### src/rtl/obstacle.sv
// Dino-Run scrolling obstacle. Spawns one cactus or bird at the right edge and
// moves it left once per frame. Reports per scanned pixel whether it is obstacle-coloured.

package dinorun_pkg;
    localparam int ScreenWidth  = 640;
    localparam int ScreenHeight = 480;
endpackage

module obstacle
    import dinorun_pkg::*;
#(
    parameter bit IsBird  = 1'b0,
    parameter int Speed   = 4,
    parameter int GroundY = 400
) (
    input  logic       clk_i,
    input  logic       rst_i,
    input  logic       next_frame_i,
    input  logic       spawn_i,
    input  logic [7:0] rand_i,
    input  logic [9:0] pixel_x_i,
    input  logic [9:0] pixel_y_i,
    output logic       pixel_o,
    output logic       active_o
);

    typedef enum logic {
        StIdle,
        StActive
    } state_e;

    localparam logic signed [10:0] SpawnX  = 11'(ScreenWidth);
    localparam logic signed [10:0] SpeedX  = 11'(Speed);
    localparam logic        [9:0]  GroundL = 10'(GroundY);

    state_e             state_q, state_d;
    logic signed [10:0] x_q, x_d;
    logic        [9:0]  yTop_q, yTop_d;
    logic        [5:0]  w_q, w_d;
    logic        [5:0]  h_q, h_d;
    logic               flap_q, flap_d;
    logic        [2:0]  frameCnt_q, frameCnt_d;

    logic        [5:0]  spawnW;
    logic        [5:0]  spawnH;
    logic        [9:0]  spawnY;
    logic signed [10:0] movedX;
    logic signed [10:0] wExt;

    logic signed [11:0] pxS, xS, xEnd, localX;
    logic        [10:0] yEnd;
    logic        [9:0]  localY;
    logic               inX, inY, spriteBit;

    // Only the two low random bits pick the variant; the rest is deliberately ignored.
    logic unusedRand;
    assign unusedRand = ^rand_i[7:2];

    // Variant geometry that would be latched if a spawn happened this cycle.
    always_comb begin
        spawnW = 6'd12;
        spawnH = 6'd24;
        spawnY = GroundL - 10'd24;
        if (IsBird) begin
            spawnW = 6'd32;
            spawnH = 6'd16;
            case (rand_i[1:0])
                2'd0:    spawnY = GroundL - 10'd16;
                2'd2:    spawnY = GroundL - 10'd64;
                default: spawnY = GroundL - 10'd40;
            endcase
        end else begin
            spawnW = rand_i[0] ? 6'd24 : 6'd12;
            spawnH = rand_i[1] ? 6'd48 : 6'd24;
            spawnY = GroundL - {4'b0000, spawnH};
        end
    end

    assign movedX = x_q - SpeedX;
    assign wExt   = {5'b00000, w_q};

    always_comb begin
        state_d    = state_q;
        x_d        = x_q;
        yTop_d     = yTop_q;
        w_d        = w_q;
        h_d        = h_q;
        flap_d     = flap_q;
        frameCnt_d = frameCnt_q;
        case (state_q)
            StIdle: begin
                if (next_frame_i && spawn_i) begin
                    state_d    = StActive;
                    x_d        = SpawnX;
                    yTop_d     = spawnY;
                    w_d        = spawnW;
                    h_d        = spawnH;
                    flap_d     = 1'b0;
                    frameCnt_d = 3'd0;
                end
            end
            StActive: begin
                if (next_frame_i) begin
                    x_d = movedX;
                    if (IsBird) begin
                        frameCnt_d = frameCnt_q + 3'd1;
                        if (frameCnt_q == 3'd7) begin
                            flap_d = ~flap_q;
                        end
                    end
                    // Fully past the left edge: despawn; a respawn needs the next pulse.
                    if (movedX <= -wExt) begin
                        state_d = StIdle;
                    end
                end
            end
            default: state_d = StIdle;
        endcase
    end

    always_ff @(posedge clk_i or posedge rst_i) begin
        if (rst_i) begin
            state_q    <= StIdle;
            x_q        <= SpawnX;
            yTop_q     <= 10'd0;
            w_q        <= 6'd0;
            h_q        <= 6'd0;
            flap_q     <= 1'b0;
            frameCnt_q <= 3'd0;
        end else begin
            state_q    <= state_d;
            x_q        <= x_d;
            yTop_q     <= yTop_d;
            w_q        <= w_d;
            h_q        <= h_d;
            flap_q     <= flap_d;
            frameCnt_q <= frameCnt_d;
        end
    end

    // Horizontal test is signed so obstacles hanging off the left edge clip correctly.
    assign pxS    = {2'b00, pixel_x_i};
    assign xS     = {x_q[10], x_q};
    assign xEnd   = xS + {6'b000000, w_q};
    assign inX    = (pxS >= xS) && (pxS < xEnd);
    assign yEnd   = {1'b0, yTop_q} + {5'b00000, h_q};
    assign inY    = ({1'b0, pixel_y_i} >= {1'b0, yTop_q}) && ({1'b0, pixel_y_i} < yEnd);
    assign localX = pxS - xS;
    assign localY = pixel_y_i - yTop_q;

    always_comb begin
        spriteBit = 1'b1;
        if (IsBird) begin
            spriteBit = 1'b0;
            if (localY >= 10'd6 && localY <= 10'd9) begin
                spriteBit = 1'b1;
            end else if (localX >= 12'sd12 && localX <= 12'sd19) begin
                spriteBit = flap_q ? (localY >= 10'd10) : (localY <= 10'd5);
            end
        end
    end

    assign active_o = (state_q == StActive);
    assign pixel_o  = active_o && inX && inY && spriteBit;

endmodule

### config.mk
export PLATFORM = sky130hd
export DESIGN_NAME = obstacle
export DESIGN_NICKNAME = d
export VERILOG_FILES = /design/src/rtl/obstacle.sv
export SDC_FILE = /design/constraint.sdc
export NUM_CORES = 1
export LEC_CHECK = 0
export ABC_AREA = 0
export BUFFER_PORTS_ARGS = -buffer_cell sky130_fd_sc_hd__buf_2
export CORE_ASPECT_RATIO = 1.5
export CORE_UTILIZATION = 40
export CTS_CLUSTER_SIZE = 25
export DETAILED_ROUTE_END_ITERATION = 6
export PLACE_DENSITY = 0.69
export SLEW_MARGIN = 5
export SYNTH_ARGS = -nofsm -noshare
export SYNTH_HDL_FRONTEND = slang
export SYNTH_SLANG_ARGS = --single-unit
### constraint.sdc
create_clock -name clk_i -period 4 [get_ports clk_i]
set_clock_uncertainty 0.05 [all_clocks]
set_input_delay 0.6 -clock clk_i [delete_from_list [all_inputs] [get_ports clk_i]]
set_output_delay 0.6 -clock clk_i [all_outputs]
set_load 0.02 [all_outputs]
* Word level (Yosys, flattened, before mapping)
Cells that the tools add are included.
Storage, ports and cells: output and inout port bits 2, register bits 34
Cells by class: add/subtract/negate cells 5, equal/unequal tests 2, multiplexer cells 9, reduce and logical (&&, ||, !) cells 7, bitwise logic cells 1, magnitude comparators 5
Operator list (number):
- 2-to-1 mux 11 bit | 2
- case mux 11 bit (2 select lines) | 1
- adder 11 x 7 -> 12 bit | 1
- < comparator 11 x 12 -> 1 bit | 1
- adder 10 x 6 -> 11 bit | 1
- >= comparator 11 bit | 1
- <= comparator 11 bit | 1
- < comparator 10 x 11 -> 1 bit | 1
- negation 6 -> 11 bit | 1
- subtractor 11 x 4 -> 11 bit, second input constant | 1
- >= comparator 10 bit | 1
- subtractor 9 x 6 -> 10 bit, first input constant | 1
- 2-to-1 mux 6 bit | 1
- logical AND 1 bit | 5
- 2-to-1 mux 5 bit | 1
- inequality test 2 bit, second input constant | 2
- AND reduction 2 bit | 2
- 2-to-1 mux 1 bit | 3
- case mux 1 bit (2 select lines) | 1
- inverter 1 bit | 1

* Depth between registers and ports, before layout
Gate-level depths: netlist of run 1.
depth after elaboration 5, gate-level depth with buffers 13

* Worst setup path after synthesis of run 1
No wires, ideal clock.
kind flip-flop to output port, from register h_q[4], to output port pixel_o, cell stages (with the launch flop) 12, slack 0.204 ns, arrival 3.146 ns, path buffers 0, path through dfrtp_1 inv_1 fa_1 nor2b_1 o211a_1 nand2_1 xnor2_1 ha_1 a21o_1 or3_1 a211o_1 a311oi_1
Between the ends: word-level cells in the longest chain between the ends 4
Ends and longest elaborated chain:
- start, declared | RTL line 40 | logic [5:0] h_q, h_d;
- start signal, assigned | RTL line 127 | h_q <= 6'd0;
- start signal, assigned | RTL line 135 | h_q <= h_d;
- adder 10 x 6 -> 11 bit | RTL line 146 | assign yEnd = {1'b0, yTop_q} + {5'b00000, h_q};
- < comparator 10 x 11 -> 1 bit | RTL line 147 | assign inY = ({1'b0, pixel_y_i} >= {1'b0, yTop_q}) && ({1'b0, pixel_y_i} < yEnd);
- logical AND 1 bit | RTL line 147
- logical AND 1 bit | RTL line 164 | assign pixel_o = active_o && inX && inY && spriteBit;
- end, declared | RTL line 23 | output logic pixel_o,
No other way between the ends.

* Worst setup path in the final report of run 1
from register w_q[2], to output port pixel_o
Between the ends: word-level cells in the longest chain between the ends 5
Ends and longest elaborated chain:
- start, declared | RTL line 39 | logic [5:0] w_q, w_d;
- start signal, assigned | RTL line 134 | w_q <= w_d;
- adder 11 x 7 -> 12 bit | RTL line 144 | assign xEnd = xS + {6'b000000, w_q};
- < comparator 11 x 12 -> 1 bit | RTL line 145 | assign inX = (pxS >= xS) && (pxS < xEnd);
- logical AND 1 bit | RTL line 145
- logical AND 1 bit (2 in a row) | RTL line 164
No other way between the ends.

==> results.toml, run 1 <==
[floorplan]
boundaryPins = 34
dieArea_um2 = 4890
row_count = 29
core_um2 = 4320
initial_utilization_pct = 42.7
die_h_um = 85.1
die_w_um = 57.4

[place]
dpl.hpwl_um = 3280
gp_congestion = 0.851
io_buffers = 25
placedInstanceArea_um2 = 2040

[timing]
max_slew_margin_pct = 58.6
fmaxAchievable_mhz = 261
period_needed_ns = 3.84
setup_viol = 0
fin_crit_sh_pct = 95.9
fin_setup_tns_ns = 0
slew_viol_final = 0
grt_setup_unrepaired = "no"
worst_slew_pin_slew_ns = 0.621
hold_viol = 0

[worst_setup_path]
required_ns = 3.35
rr_startpoint = "x_q[2]"
arrival_ns = 3.19
r2r_cells = 11
r2r-end = "active_o"
crit_type = "reg -> out"
max_stage_delay_ns = 0.36
endpoint_kind = "output pin"
path_max_fanout = 3
rrSetupSlack_ns = 1.00
crit_chain = "ha_2 -> inv_1 -> fa_2 -> nor2b_2 -> o211a_1 -> nand2_1 -> xnor2_1 -> ha_1 -> a21o_1 -> or3_1 -> a211o_1 -> a311oi_2 -> buf_4"
start_kind = "register"
crit_slowest_cell = "dfrtp_1"

[logic_synthesis]
synth.cell_area_um2 = 1840
postSynthCellCount = 202
synthFlopType = "dfrtp_1"
yosysSeqAreaShare_pct = 20.5
yosys.area.top_type_share_pct = 29.9
synth.largest_area_cell = "ha_1"
syn-num-nets = 280
ys_warn_count = 0
synthArstFlopShare_pct = 100
synth_area_per_cell_um2 = 9.12
synth_seq_cells = 15
yosysMostFrequentCell = "ha_1"
synth.distinct_cells = 44
synth_edf_count = 0
synthTopCellsByArea = "ha_1 (30%), dfrtp_1 (18%), xnor2_1 (5.2%)"
yosys-top-cells-count = "ha_1 (44), inv_1 (20), dfrtp_1 (13)"

[final_layout]
fin_util_pct = 49.6
nets = 315
syn_to_final_growth_pct = 16.4
finalInstanceArea_um2 = 2140
antenna_cells = 0
drive_above_1_share_pct = 22.5

[power_and_ir_drop]
leakagePower_nw = 1.10
power.density_nw_per_um2 = 665
ir_drop_v = 0.000224

[detailed_routing]
drt-pass1-iter-count = 4
drt_iter0_drc = 29
drc = 0
vias = 1550
wl_per_cell_um = 14.3
routed_wl_um = 4030
viasPerCell = 5.50
ant_nets = 0

[clock_network]
htreeDepth = 1
insertion_delay_ns = 0.25
clock-sinks = 15
clk_pin_slew_ns = 0.07
numCtsBuffers = 3
clock_path_buffers = 2
root_buffer = "clkbuf_8"
cts_tree = "yes"

[global_routing]
antenna_found_initial = 0
grt_pass1_wl_um = 6780
grt_usage_pct = 17.7
overflow = 0
grt_max_degree = 16
grt_pass1_vias = 1551

[flow_run]
drv_cap = 0

[worst_hold_path]
hp-class = "in -> async"

[status]
status = "finished, final reports clean"
==> stage by stage <==
| step | hold WS, ns | total power (W) | std cells | worst slack, ns |
|---|---|---|---|---|
| 5_1_grt | 0.411 | 0.00159 | 282 | 0.00281 |
| 3_3_place_gp | 0.481 | 0.00122 | 275 | 0.318 |
| 3_5_place_dp | 0.491 | 0.00125 | 275 | 0.288 |
| 4_1_cts | 0.396 | 0.00139 | 279 | 0.00481 |
| 2_1_floorplan | 0.450 | 0.00103 | 202 | 0.204 |
| 6_report | 0.364 | 0.00143 | 282 | 0.162 |
==> worst max-delay path by stage <==
stage | end | slack, ns | startpoint | cells past startpoint
floorplan | pixel_o | 0.20 | h_q[4] | 11
global placement | pixel_o | 0.32 | w_q[2] | 13
detailed placement | pixel_o | 0.29 | w_q[2] | 13
CTS | pixel_o | 0.005 | w_q[2] | 13
global route | pixel_o | 0.003 | w_q[4] | 11
finish | pixel_o | 0.16 | w_q[2] | 13
==> critical path, delay by kind of cell (launching register included) <==
family	cells	cell delay, ns
flops	1	0.36
simple gates	3	0.58
compound gates	4	0.86
xor+xnor	1	0.14
fa+ha+maj	3	0.75
buf+inv	2	0.24
==> power by group <==
group | internal (W) | leakage [nW] | switching [W]
Sequential | 0.000224 | 0.177 | 0.0000937
Combinational | 0.000469 | 0.896 | 0.000511
Clock | 0.0000691 | 0.0255 | 0.0000582
==> routing by layer <==
layer	vias to the layer above	track usage [%]	wire, um
met5	-	0	0
met4	0	7.54	101
met3	8	0.915	64
met2	24	32.2	2160
met1	720	20.9	1700
li1	798	-	-
==> layout make-up <==
cell class	count	area, um2
repair buffers	33	188
well taps	46	57.6
multi-input cells	161	1390
fillers	425	2170
clock buffers	3	41.3
inverters	23	86.3
flip-flops and latches	15	379
clock inverters	1	5.00
==> cells by family (layout without fill, tap and decap cells) <==
kind of cell | Yosys count | count (layout) | synth area share (%)
compound gates | 52 | 52 | 19.3
xor+xnor | 14 | 14 | 6.66
fa+ha+maj | 46 | 46 | 32.1
buf+inv | 26 | 60 | 5.91
flops | 15 | 15 | 20.5
mux | 2 | 2 | 1.22
simple gates | 47 | 47 | 14.3
==> sequential cells by signal, summed over array words and instances, names as in the netlist <==
signal,count
active_o,1
x_q,9
h_q,3
w_q,2
==> cell usage in the layout (no fill, tap or decap), types with 2 or more instances in the layout <==
cell type	instances
buf_2	24
or3b_1	2
xor2_1	3
o21ai_0	7
a21oi_1	8
o211ai_1	5
mux2_1	2
nand2_1	11
buf_4	9
xnor2_1	11
a2111oi_0	2
inv_2	2
a2bb2oi_1	2
dfrtp_1	12
or3_1	2
nand3_1	8
a31oi_1	2
a211oi_1	2
inv_1	20
o21a_1	2
o21ai_1	5
a211o_1	2
nand4_1	2
clkbuf_8	3
ha_1	42
nor3_1	6
a21o_1	7
dfstp_2	2
nor2_1	7
==> timing repair <==
item / CTS / global route
hold buffers: 0 / 0
setup buffers: 0 / 3
gates resized for setup: 0 / 8
endpoints found under the setup margin: 0 / 1
Note: power is estimated with default switching activity, not from simulation.
==> run 2: changes to the inputs <==
--- a/config.mk
+++ b/config.mk
@@ -5,7 +5,7 @@
 export SDC_FILE = /design/constraint.sdc
 export NUM_CORES = 1
 export LEC_CHECK = 0
-export ABC_AREA = 0
+export ABC_AREA = 1
 export BUFFER_PORTS_ARGS = -buffer_cell sky130_fd_sc_hd__buf_2
 export CORE_ASPECT_RATIO = 1.5
 export CORE_UTILIZATION = 40
==> run 2 against run 1 <==
Compared with the run above:
- the run now ends with design-rule violations left
- first-iteration DRC count grew 21%
- critical path depth grew 2
- wire length shrank 11%
- clock-buffer cell count grew 1
- hold slack lost 0.0098 ns
- critical path type unchanged
==> results.toml, run 2 <==
[final_layout]
syn_to_final_growth_pct = 12.3
top_regs = "x_q x9, h_q x3, w_q x2"
drive_above_1_share_pct = 18.1
final_common_cell = "ha_1"
finalInstanceArea_um2 = 2090
mostFrequentLayoutCells = "ha_1 (44), inv_1 (40), nand2_1 (39)"
nets = 338
top_register = "x_q"
largest_register_ffs = 9
antenna_cells = 0

[logic_synthesis]
synth_edf_count = 0
synthArstFlopShare_pct = 100
ys_warn_count = 0
synth.cell_area_um2 = 1860
syn-num-nets = 308
yosys.area.top_type_share_pct = 29.5
yosysMostFrequentCell = "ha_1"
synthFlopType = "dfrtp_1"
synth.distinct_cells = 31
synth.largest_area_cell = "ha_1"
synthTopCellsByArea = "ha_1 (30%), dfrtp_1 (17%), inv_1 (8.1%)"
yosys-top-cells-count = "ha_1 (44), inv_1 (40), nand2_1 (39)"
yosysSeqAreaShare_pct = 20.3
synth_area_per_cell_um2 = 8.11
postSynthCellCount = 230
synth_seq_cells = 15

[global_routing]
antenna_found_initial = 0
grt_max_degree = 16
use_met1_pct = 16.9
grt_usage_pct = 16.0
grt_use_met2_pct = 32.5
use_met3_pct = 2.26
grt_pass1_vias = 1522
overflow = 0
grt_pass1_wl_um = 6230
grt_busiest_layer = "met2"

[timing]
grt_setup_unrepaired = "no"
hold_viol = 0
period_needed_ns = 3.54
setup_viol = 0
max_slew_margin_pct = 59.9
worst_slew_pin_slew_ns = 0.600
fmaxAchievable_mhz = 282
fin_crit_sh_pct = 88.5
slew_viol_final = 0
fin_setup_tns_ns = 0

[worst_setup_path]
crit_slowest_cell = "dfrtp_1"
r2r-end = "active_o"
r2r_cells = 13
crit_type = "reg -> out"
required_ns = 3.35
rrSetupSlack_ns = 1.39
start_kind = "register"
arrival_ns = 2.89
startpoint = "h_q[4]"
path_max_fanout = 8
max_stage_delay_ns = 0.52
crit_chain = "inv_1 -> fa_1 -> o21ai_4 -> nand2_2 -> nor2_4 -> xor2_1 -> ha_1 -> nand2_1 -> inv_1 -> nand2_1 -> nand2_1 -> a21oi_2 -> nand2_1 -> a21oi_2 -> buf_2"
path_common_cell = "nand2_1"
endpoint_kind = "output pin"
rr_startpoint = "x_q[2]"

[detailed_routing]
drc = 3
wl_per_cell_um = 11.7
drt-pass1-iter-count = 6
viasPerCell = 5.14
routed_wl_um = 3590
vias = 1578
ant_nets = 0
drt_iter0_drc = 35

[clock_network]
clk_pin_slew_ns = 0.07
insertion_delay_ns = 0.25
numCtsBuffers = 3
clock_path_buffers = 2
cts_tree = "yes"
root_buffer = "clkbuf_8"
htreeDepth = 1
ctsResizeCount = 0
cts_hold_buf = 0
clock-sinks = 15
cts_setup_buffers = 0

[place]
gp_congestion = 0.785
dpl.hpwl_um = 3090
placedInstanceArea_um2 = 2050
io_buffers = 25

[status]
violations = "design-rule violations"
status = "complete, but fails checks"

[floorplan]
dieArea_um2 = 4940
die_h_um = 85.6
core_um2 = 4500
row_count = 30
die_w_um = 57.7
initial_utilization_pct = 41.4
boundaryPins = 34

[power_and_ir_drop]
pwr-share-seq_pct = 22.8
leakagePower_nw = 1.15
ir_drop_v = 0.000237
p_int_w = 0.000641
power.density_nw_per_um2 = 614
swShare_pct = 50.1
clkPwrFrac_pct = 10.0
p_comb_share_pct = 67.2
power.switching_w = 0.000644

[flow_run]
drv_cap = 0

[worst_hold_path]
hp-class = "in -> async"
run 2: metrics by stage:
stage,hold WS [ns],std cells,util [%],total power (W),worst slack [ns]
4_1_cts,0.379,307,46.5,0.00130,0.416
3_3_place_gp,0.529,303,45.5,0.00113,0.742
3_5_place_dp,0.535,303,45.5,0.00117,0.699
5_1_grt,0.422,307,46.5,0.00145,0.168
6_report,0.354,307,46.5,0.00129,0.459
2_1_floorplan,0.450,230,-,0.000973,0.863
run 2: kinds of logic (layout without fill, tap and decap cells):
family,after synthesis,count (layout),share of synthesized area [%]
AOI/OAI and AO/OA,37,37,12.4
xor gates and xnor gates,14,14,6.58
adders and majority gates,46,46,31.7
buffers and inverters,43,72,8.86
DFF,15,15,20.3
and+or+nand+nor,75,75,20.2
run 2: layout make-up:
| cell class | instances | area (um2) |
|---|---|---|
| Fill cell | 486 | 2410 |
| Multi-Input combinational cell | 172 | 1320 |
| Sequential cell | 15 | 378 |
| Inverter | 42 | 158 |
| Timing Repair Buffer | 26 | 133 |
| Tap cell | 48 | 60.1 |
| Clock buffer | 4 | 45.0 |
run 2: worst max-delay path by stage:
| stage | slack, ns | cells past startpoint | end |
|---|---|---|---|
| floorplan | 0.86 | 14 | pixel_o |
| global placement | 0.74 | 15 | pixel_o |
| detailed placement | 0.70 | 15 | pixel_o |
| CTS | 0.42 | 15 | pixel_o |
| global route | 0.17 | 15 | pixel_o |
| finish | 0.46 | 15 | pixel_o |
run 2: per-layer routing:
layer | routed length, um | up-vias
li1 | - | 821
met1 | 1500 | 740
met2 | 1980 | 15
met3 | 75 | 2
met4 | 29 | 0
met5 | 0 | -
run 2: power groups by stage:
stage | Combinational (W) | Sequential, W | Clock, W
floorplan | 0.000698 | 0.000275 | 0
global placement | 0.000835 | 0.000292 | 0
detailed placement | 0.000870 | 0.000297 | 0
CTS | 0.000877 | 0.000294 | 0.000131
global route | 0.00101 | 0.000304 | 0.000139
finish | 0.000864 | 0.000293 | 0.000129
run 2: critical path, delay by kind of cell, from the launching register on:
| family | cells | cell delay [ns] |
|---|---|---|
| flops | 1 | 0.52 |
| xor+xnor | 1 | 0.16 |
| buf+inv | 3 | 0.33 |
| fa+ha+maj | 2 | 0.72 |
| simple gates | 6 | 0.45 |
| compound gates | 3 | 0.45 |
